## config.mk

```make
export PLATFORM = sky130hd
export DESIGN_NAME = uart_mmio
export DESIGN_NICKNAME = d
export VERILOG_FILES = /design/src/rtl/uart_mmio.sv
export SDC_FILE = /design/constraint.sdc
export NUM_CORES = 1
export LEC_CHECK = 0
export BUFFER_PORTS_ARGS = -buffer_cell sky130_fd_sc_hd__buf_4
export CAP_MARGIN = 5
export CORE_UTILIZATION = 68
export CTS_BUF_LIST = sky130_fd_sc_hd__clkbuf_8
export DETAILED_ROUTE_END_ITERATION = 16
export PLACE_DENSITY_LB_ADDON = 0.05
export SYNTH_ARGS = -nofsm -noshare
export SYNTH_HDL_FRONTEND = slang
export SYNTH_SLANG_ARGS = --single-unit
export TNS_END_PERCENT = 20
```

## constraint.sdc

```tcl
create_clock -name clk -period 12.29 [get_ports clk]
set_input_delay 0.6145 -clock clk [delete_from_list [all_inputs] [get_ports clk]]
set_output_delay 0.6145 -clock clk [all_outputs]
set_load 0.05 [all_outputs]
```

## src/rtl/uart_mmio.sv

```systemverilog
// uart_mmio: memory-mapped 8N1 UART with TX/RX FIFOs, programmable divisor and RX-available irq
module uart_mmio #(
  parameter int CLK_FREQ_HZ = 12000000,
  parameter int BAUD_RATE = 115200,
  parameter int FIFO_DEPTH = 8
) (
  input  logic        clk,
  input  logic        rstn,
  input  logic        sel,
  input  logic [1:0]  addr,
  input  logic [31:0] wdata,
  input  logic [3:0]  wmask,
  input  logic        rstrb,
  output logic [31:0] rdata,
  input  logic        rx,
  output logic        tx,
  output logic        irq
);
  localparam int AW = $clog2(FIFO_DEPTH);
  localparam int CW = AW + 1;
  localparam logic [CW-1:0] FULL = CW'(FIFO_DEPTH);
  localparam logic [15:0] DIV_RST = 16'(CLK_FREQ_HZ / BAUD_RATE);
  typedef enum logic [1:0] {IDLE, START, DATA, STOP} state_t;
  state_t tx_st_q, tx_st_d, rx_st_q, rx_st_d;
  logic [15:0] div_q, div_d, tx_div_q, tx_div_d, rx_div_q, rx_div_d;
  logic [15:0] tx_cnt_q, tx_cnt_d, rx_cnt_q, rx_cnt_d;
  logic [2:0] tx_bit_q, tx_bit_d, rx_bit_q, rx_bit_d;
  logic [7:0] tx_sh_q, tx_sh_d, rx_sh_q, rx_sh_d;
  logic [7:0] tx_mem_q [FIFO_DEPTH];
  logic [7:0] tx_mem_d [FIFO_DEPTH];
  logic [7:0] rx_mem_q [FIFO_DEPTH];
  logic [7:0] rx_mem_d [FIFO_DEPTH];
  logic [AW-1:0] tx_wp_q, tx_wp_d, tx_rp_q, tx_rp_d, rx_wp_q, rx_wp_d, rx_rp_q, rx_rp_d;
  logic [CW-1:0] tx_n_q, tx_n_d, rx_n_q, rx_n_d;
  logic [31:0] rdata_q, rdata_d, status;
  logic tx_q, tx_d, irq_q, ovr_q, ovr_d, ferr_q, ferr_d, rx_s1_q, rx_s2_q, rx_p_q;
  logic we, re, tx_push, tx_pop, rx_push, rx_pop, ovr_set, ferr_set;
  logic tx_full, tx_empty, rx_full, rx_empty, tx_busy, tx_last, rx_last, rx_half;
  logic unused;
  always_comb begin
    we = sel & |wmask;
    re = sel & rstrb;
    tx_full = tx_n_q == FULL;
    tx_empty = tx_n_q == '0;
    rx_full = rx_n_q == FULL;
    rx_empty = rx_n_q == '0;
    tx_busy = tx_st_q != IDLE;
    tx_last = tx_cnt_q == tx_div_q - 16'd1;
    rx_last = rx_cnt_q == rx_div_q - 16'd1;
    rx_half = rx_cnt_q == {1'b0, rx_div_q[15:1]} - 16'd1;
    rx_pop = re && addr == 2'd1 && !rx_empty;
    status = {22'b0, tx_full, 2'b0, ferr_q, ovr_q, tx_busy, rx_full, rx_empty, tx_empty, tx_full};
  end
  always_comb begin
    tx_st_d = tx_st_q;
    tx_bit_d = tx_bit_q;
    tx_sh_d = tx_sh_q;
    tx_div_d = tx_div_q;
    tx_d = tx_q;
    tx_pop = 1'b0;
    tx_cnt_d = (tx_st_q == IDLE || tx_last) ? 16'd0 : tx_cnt_q + 16'd1;
    case (tx_st_q)
      START: if (tx_last) begin
        tx_st_d = DATA;
        tx_d = tx_sh_q[0];
        tx_bit_d = 3'd0;
      end
      DATA: if (tx_last) begin
        tx_sh_d = {1'b0, tx_sh_q[7:1]};
        tx_d = tx_bit_q == 3'd7 ? 1'b1 : tx_sh_q[1];
        tx_st_d = tx_bit_q == 3'd7 ? STOP : DATA;
        tx_bit_d = tx_bit_q + 3'd1;
      end
      STOP: if (tx_last) begin
        tx_st_d = IDLE;
        tx_d = 1'b1;
      end
      default: ;
    endcase
    if ((tx_st_q == IDLE || (tx_st_q == STOP && tx_last)) && !tx_empty) begin
      tx_pop = 1'b1;
      tx_st_d = START;
      tx_d = 1'b0;
      tx_sh_d = tx_mem_q[tx_rp_q];
      tx_div_d = div_q;
    end
  end
  always_comb begin
    rx_st_d = rx_st_q;
    rx_bit_d = rx_bit_q;
    rx_sh_d = rx_sh_q;
    rx_div_d = rx_div_q;
    rx_cnt_d = rx_cnt_q + 16'd1;
    rx_push = 1'b0;
    ovr_set = 1'b0;
    ferr_set = 1'b0;
    case (rx_st_q)
      IDLE: begin
        rx_cnt_d = 16'd0;
        if (rx_p_q && !rx_s2_q) begin
          rx_st_d = START;
          rx_div_d = div_q;
        end
      end
      START: if (rx_half) begin
        rx_cnt_d = 16'd0;
        rx_bit_d = 3'd0;
        rx_st_d = rx_s2_q ? IDLE : DATA;
      end
      DATA: if (rx_last) begin
        rx_cnt_d = 16'd0;
        rx_sh_d = {rx_s2_q, rx_sh_q[7:1]};
        rx_bit_d = rx_bit_q + 3'd1;
        rx_st_d = rx_bit_q == 3'd7 ? STOP : DATA;
      end
      STOP: if (rx_last) begin
        rx_cnt_d = 16'd0;
        rx_st_d = IDLE;
        ferr_set = !rx_s2_q;
        ovr_set = rx_s2_q && rx_full && !rx_pop;
        rx_push = rx_s2_q && (!rx_full || rx_pop);
      end
      default: ;
    endcase
  end
  always_comb begin
    tx_push = we && addr == 2'd0 && (!tx_full || tx_pop);
    tx_mem_d = tx_mem_q;
    if (tx_push) tx_mem_d[tx_wp_q] = wdata[7:0];
    rx_mem_d = rx_mem_q;
    if (rx_push) rx_mem_d[rx_wp_q] = rx_sh_q;
    tx_wp_d = tx_wp_q + AW'(tx_push);
    tx_rp_d = tx_rp_q + AW'(tx_pop);
    tx_n_d = tx_n_q + CW'(tx_push) - CW'(tx_pop);
    rx_wp_d = rx_wp_q + AW'(rx_push);
    rx_rp_d = rx_rp_q + AW'(rx_pop);
    rx_n_d = rx_n_q + CW'(rx_push) - CW'(rx_pop);
    div_d = (we && addr == 2'd3 && |wmask[1:0]) ? (wdata[15:0] < 16'd4 ? 16'd4 : wdata[15:0]) : div_q;
    ovr_d = ovr_set | (ovr_q & ~(we && addr == 2'd2 && wdata[5]));
    ferr_d = ferr_set | (ferr_q & ~(we && addr == 2'd2 && wdata[6]));
    rdata_d = !re ? rdata_q :
              addr == 2'd1 ? {23'b0, !rx_empty, rx_empty ? 8'h00 : rx_mem_q[rx_rp_q]} :
              addr == 2'd2 ? status :
              addr == 2'd3 ? {16'b0, div_q} : 32'b0;
  end
  always_ff @(posedge clk) begin
    tx_mem_q <= tx_mem_d;
    rx_mem_q <= rx_mem_d;
    if (!rstn) begin
      tx_st_q <= IDLE;
      rx_st_q <= IDLE;
      div_q <= DIV_RST;
      tx_div_q <= DIV_RST;
      rx_div_q <= DIV_RST;
      tx_cnt_q <= '0;
      rx_cnt_q <= '0;
      tx_bit_q <= '0;
      rx_bit_q <= '0;
      tx_sh_q <= '0;
      rx_sh_q <= '0;
      tx_wp_q <= '0;
      tx_rp_q <= '0;
      rx_wp_q <= '0;
      rx_rp_q <= '0;
      tx_n_q <= '0;
      rx_n_q <= '0;
      rdata_q <= '0;
      tx_q <= 1'b1;
      irq_q <= 1'b0;
      ovr_q <= 1'b0;
      ferr_q <= 1'b0;
      rx_s1_q <= 1'b1;
      rx_s2_q <= 1'b1;
      rx_p_q <= 1'b1;
    end else begin
      tx_st_q <= tx_st_d;
      rx_st_q <= rx_st_d;
      div_q <= div_d;
      tx_div_q <= tx_div_d;
      rx_div_q <= rx_div_d;
      tx_cnt_q <= tx_cnt_d;
      rx_cnt_q <= rx_cnt_d;
      tx_bit_q <= tx_bit_d;
      rx_bit_q <= rx_bit_d;
      tx_sh_q <= tx_sh_d;
      rx_sh_q <= rx_sh_d;
      tx_wp_q <= tx_wp_d;
      tx_rp_q <= tx_rp_d;
      rx_wp_q <= rx_wp_d;
      rx_rp_q <= rx_rp_d;
      tx_n_q <= tx_n_d;
      rx_n_q <= rx_n_d;
      rdata_q <= rdata_d;
      tx_q <= tx_d;
      irq_q <= !rx_empty;
      ovr_q <= ovr_d;
      ferr_q <= ferr_d;
      rx_s1_q <= rx;
      rx_s2_q <= rx_s1_q;
      rx_p_q <= rx_s2_q;
    end
  end
  assign tx = tx_q;
  assign irq = irq_q;
  assign rdata = rdata_q;
  assign unused = ^wdata[31:16];
endmodule

```

-- Yosys cells after proc, flatten, opt, wreduce, memory -nomap -nowiden
Cells that the tools add are included.
- add/subtract/negate cells: 15
- $lt $le $gt $ge: 7
- equality and inequality tests: 26
- multiplexer cells: 55
- bitwise logic cells: 13
- reductions and logical operators: 52
- operators with widths (kind ; number):
    $bwmux 64 ; 2
    $mux 16 ; 6
    $mux 8 ; 10
    $bmux 8 s3 ; 2
    $demux 8 s3 ; 2
    $eq 16x16->1 ; 3
    $pmux 16 s3 ; 1
    $add 16x1->16 const B ; 2
    $sub 16x1->16 const B ; 2
    $logic_and 1x1->1 ; 17
    $ge 4x4->1 const B ; 4
    $lt 16x3->1 const B ; 1
    $mux 2 ; 8
    $not 3->4 ; 4
    $sub 15x1->16 const B ; 1
    $mux 1 ; 15
    $ne 2x2->1 const B ; 7
    $add 3x1->3 ; 4
    $eq 2x2->1 const B ; 6
    $mux 3 ; 4
    $pmux 3 s2 ; 2
    $reduce_and 4->1 ; 3
    $reduce_bool 2->1 ; 5
    $add 4x1->4 ; 2
    24 further kinds ; 55
- register bits after elaboration: 293
- input port bits: 43
- output and inout bits: 34
- word-level logic and storage cells: 210

-- Logic depth before layout (Yosys ltp)
- depth in word-level cells: 10
- mapped depth: 20
- depth with buffers taken out: 16

-- Worst setup path before layout
Ideal clock, no wire load.
- path type: reg-to-reg
- start: register tx_div_q[0]
- end: register tx_mem_q[56] in the netlist's numbering, enable pin
- setup time: 0.395 ns
- data arrival time: 3.753 ns
- data required time: 11.895 ns
- slack: 8.142 ns
- stages on the path, launching flop included: 12
- buffers on the path: 3
- clock period less this slack: 4.148 ns
- path through: dfxtp_1 buf_2 or4_1 buf_2 or4_4 a2111oi_4 nand4_1 nor4_2 a31oi_1 a311o_1 buf_2 nor4_1
- cells in the longest elaborated chain, start to end: 8
- ends and longest elaborated chain (element ; line ; RTL):
    start, declared ; 25 ; logic [15:0] div_q, div_d, tx_div_q, tx_div_d, rx_div_q, rx_div_d;
    start signal, assigned ; 179 ; tx_div_q <= tx_div_d;
    $sub 16x1->16 ; 48 ; tx_last = tx_cnt_q == tx_div_q - 16'd1;
    $eq 16x16->1 ; 48 ;
    $logic_and 1x1->1 ; 80 ; if ((tx_st_q == IDLE || (tx_st_q == STOP && tx_last)) && !tx_empty) begin
    $logic_or 1x1->1 ; 80 ;
    $logic_and 1x1->1 ; 80 ;
    $mux 1 ; 80 ;
    $logic_or 1x1->1 ; 127 ; tx_push = we && addr == 2'd0 && (!tx_full || tx_pop);
    $logic_and 1x1->1 ; 127 ;
    end signal, assigned ; 147 ; tx_mem_q <= tx_mem_d;
    end, declared ; 29 ; logic [7:0] tx_mem_q [FIFO_DEPTH];
Every way passes these cells.
A chain may end at the register's enable or synchronous reset.

-- Worst setup path in the final report
- start: register rx_div_q[2]
- end: register rx_mem_q[57] in the netlist's numbering, enable pin
- cells in the longest elaborated chain, start to end: 4
- ends and longest elaborated chain (element ; line ; RTL):
    start, declared ; 25 ;
    start signal, assigned ; 180 ; rx_div_q <= rx_div_d;
    $sub 16x1->16 ; 49 ; rx_last = rx_cnt_q == rx_div_q - 16'd1;
    $eq 16x16->1 ; 49 ;
    $mux 1 ; 116 ; STOP: if (rx_last) begin
    $mux 1 ; 97 ; case (rx_st_q)
    end signal, assigned ; 148 ; rx_mem_q <= rx_mem_d;
    end, declared ; 31 ; logic [7:0] rx_mem_q [FIFO_DEPTH];
Every way passes these cells.

==> impl_results.md <==
- First-pass GRT wire length: 43200 um
- Slew headroom: 0.251
- Yosys reg bits: 277
- Unique masters post-synth: 73
- Post-Synthesis Cells: 1169
- Yosys warns: 0
- Cells resized by post-CTS repair: 0
- Synthesis-to-layout area growth: 9.46%
- GRT Resource Usage Total: 0.283
- Die height: 139 um
- Clock transition at path regs: 60 ps
- # fillers: 1242
- Crit end category: register
- Drc violations: 0
- H-Tree Depth: 2
- Synth async-reset ratio: 0
- Final WL: 26400 um
- Clk_lat worst skew: 570 ps
- Ys flop type: dfxtp_1
- Minimum clock period: 5130 ps
- Drt wl/cell: 18.1 um
- Final Hold Viols: 0
- CP max FO: 7
- Total number of vias: 8796
- Hold Path Class: in -> reg
- CP max-delay cell: nor4_1
- Via density: 6.01
- Number of global-route vias before repair: 8616
- Critical path data required time: 12560 ps
- Status: finished clean
- Dpl hpwl: 18100 um
- Core footprint: 0.0183 sq mm
- Finished Layout Cells: 1464
- CP arrival: 5400 ps
- Die Footprint: 0.0195 sq mm
- Worst IR drop on VDD: 0.128 mV
- CTS tree: yes
- Port buffer count: 44
- Peak Freq: 0.195 GHz
- Layout cells sized above 1: 0.131
- Synth area leaders: edfxtp_1 30%, dfxtp_1 23%, mux4_2 5.6%, xnor2_1 4.0%, nor2_1 3.8%
- Setup_tns: 0 ps
- Mean Syn Cell Area: 11.0 sq um
- Clk_skew: 23.6 ps
- Final period util: 0.417
- CP Launch Type: register
- Number of synthesized flops with an enable pin: 128
- Register area share after synthesis: 0.531
- Antenna diodes: 0
- Critical path buffer and inverter count: 2
- Die width: 139 um
- CP Cell Sequence: inv_1 > ha_1 > nor4b_1 > nand3_1 > nor3b_1 > nor2_1 > or4b_1 > nor4_1 > nand2b_1 > nor3_1 > buf_4
- Root Driver: clkbuf_8
- Total gr overflow: 0
- Antenna violations before repair: 0
- Post-synth top area share: 0.299
- Post-CTS setup buffers: 0
- Largest net degree at the start of global routing: 86
- Syn Std Cell Area: 0.0129 sq mm
- Slowest stage delay, CP: 860 ps
- Worst slew pin tran: 1120 ps
- Num ports: 77
- Family with the most delay on the worst path: simple AND/OR/NAND/NOR gates
- Gpl congestion: 0.877
- Hold WS: 253 ps
- Std cell rows: 49
- Hold_buf cts: 0
- Number of nets with antenna violations after routing: 0
- Pre-antenna DRT Iters: 5
- MaxCap Viol Count: 0
- Pwr Density: 153 mW/mm^2
- Final setup vio count: 0
- Inst Count DP: 1382
- Iteration-0 DRC count of the detailed router: 552
- Static Leak: 5.03 nW
- Slew Limit Fails: 0
- # nets final: 1279
- Max clock buf depth: 3
- Crit path kind: reg -> reg
- RSZ-0062 raised after global routing: false
- Synth area leader: edfxtp_1
- Clock sink count: 277
- CTS Buf Count: 45
- Effective utilization at floorplan: 0.704
-- stage by stage --
stage / power (mW) / utilization / worst slack, ps / area (sq um)
after global placement: 1.42 / 0.724 / 7350 / 13200
after global routing: 2.26 / 0.770 / 6850 / 14100
after detailed placement: 1.44 / 0.724 / 7320 / 13200
after CTS: 2.18 / 0.770 / 7290 / 14100
final: 2.16 / 0.770 / 7160 / 14100
after floorplan: 1.35 / - / 8140 / 12900
-- sequential cells by signal (all words and copies together) (netlist names), 2 cells and up, named ones only --
name and flops:
div_q 16, rdata 16, rx_bit_q 3, rx_cnt_q 16, rx_div_q 16, rx_mem_q 64
rx_n_q 4, rx_rp_q 3, rx_sh_q 8, rx_wp_q 3, tx_bit_q 3, tx_cnt_q 16
tx_div_q 16, tx_mem_q 64, tx_n_q 4, tx_rp_q 3, tx_sh_q 8, tx_st_q 2
tx_wp_q 3
-- kinds of logic after synthesis --
| group | share of synthesized area |
|---|---|
| XOR/XNOR | 0.0668 |
| multiplexers | 0.0883 |
| adder cells (fa/ha/maj) | 0.0362 |
| AO/OA/AOI/OAI | 0.0717 |
| AND/OR/NAND/NOR | 0.165 |
| buffers and inverters | 0.0407 |
| other | 0.000292 |
| flip-flops | 0.531 |
-- power breakdown --
part           switching, mW  leakage (nW)  internal (mW)  total, mW
sequential            0.0407          2.38           1.00       1.04
combinational          0.217          2.16          0.160      0.377
clock                  0.354         0.493          0.385      0.740
-- per-layer routing --
layer | GRT usage | vias to the layer above | part of all wire
met2 | 0.481 | 245 | 0.49
met3 | 0.0513 | 51 | 0.048
met1 | 0.365 | 4246 | 0.43
met4 | 0.101 | 0 | 0.024
met5 | 0 | - | 0
li1 | - | 4254 | -
-- Yosys cell counts, drive strengths merged (7+ instances only) --
cell type / number
xor2: 40
a211oi: 12
nand3: 37
a31oi: 8
and3: 7
nor2: 129
and2: 17
inv: 35
ha: 34
a22oi: 8
nor2b: 11
dfxtp: 149
o21ai: 19
nand4: 17
buf: 34
nand2b: 10
a21oi: 41
nor3: 34
mux2i: 38
mux4: 32
clkbuf: 50
nand2: 108
or4: 13
nor4: 19
xnor2: 58
edfxtp: 128
nor4b: 7
-- final timing paths --
path         slack, ps           end   startpoint  depth (start not counted)
min                250       rx_s1_q           rx                          2
min reg2reg        410       rx_s2_q      rx_s1_q                          1
max reg2reg       7160  rx_mem_q[57]  rx_div_q[2]                         11
max               7160  rx_mem_q[57]  rx_div_q[2]                         11
-- final cells by class --
cell class	count	area, sq um	area share
clock buffer	48	661	0.0470
clock inverter	34	181	0.0129
tap	229	287	0.0204
inverter	36	135	0.00960
timing repair buffer	53	398	0.0283
multi-input combinational	787	5580	0.397
sequential	277	6830	0.485
-- worst register-to-register path, delay by kind of cell, from the launching register on --
kind                       cells  cell delay (ps)
and+or+nand+nor                8             3700
adders and majority gates      1              300
buffers and inverters          2              490
DFF                            1              370
-- layout by cell type (no fill, tap or decap), types with 5 or more instances in the layout --
| master | instances |
|---|---|
| and2_1 | 17 |
| dfxtp_1 | 149 |
| nor3_1 | 34 |
| nor4_1 | 15 |
| conb_1 | 16 |
| mux2i_1 | 38 |
| o21ai_0 | 15 |
| xnor2_1 | 58 |
| nor2b_1 | 11 |
| clkbuf_8 | 48 |
| mux4_2 | 32 |
| buf_4 | 53 |
| nand4_1 | 17 |
| a22oi_1 | 8 |
| a21oi_1 | 41 |
| clkinv_2 | 6 |
| xor2_1 | 40 |
| edfxtp_1 | 128 |
| nand2_1 | 108 |
| or4_1 | 12 |
| nand3_1 | 37 |
| a211oi_1 | 12 |
| ha_1 | 34 |
| o221ai_1 | 5 |
| nand2b_1 | 10 |
| clkinv_1 | 10 |
| nor2_1 | 129 |
| inv_1 | 47 |
| and3_1 | 7 |
| a2111oi_0 | 5 |
| a31oi_1 | 7 |
No activity file was read; power rests on OpenSTA's default activity.
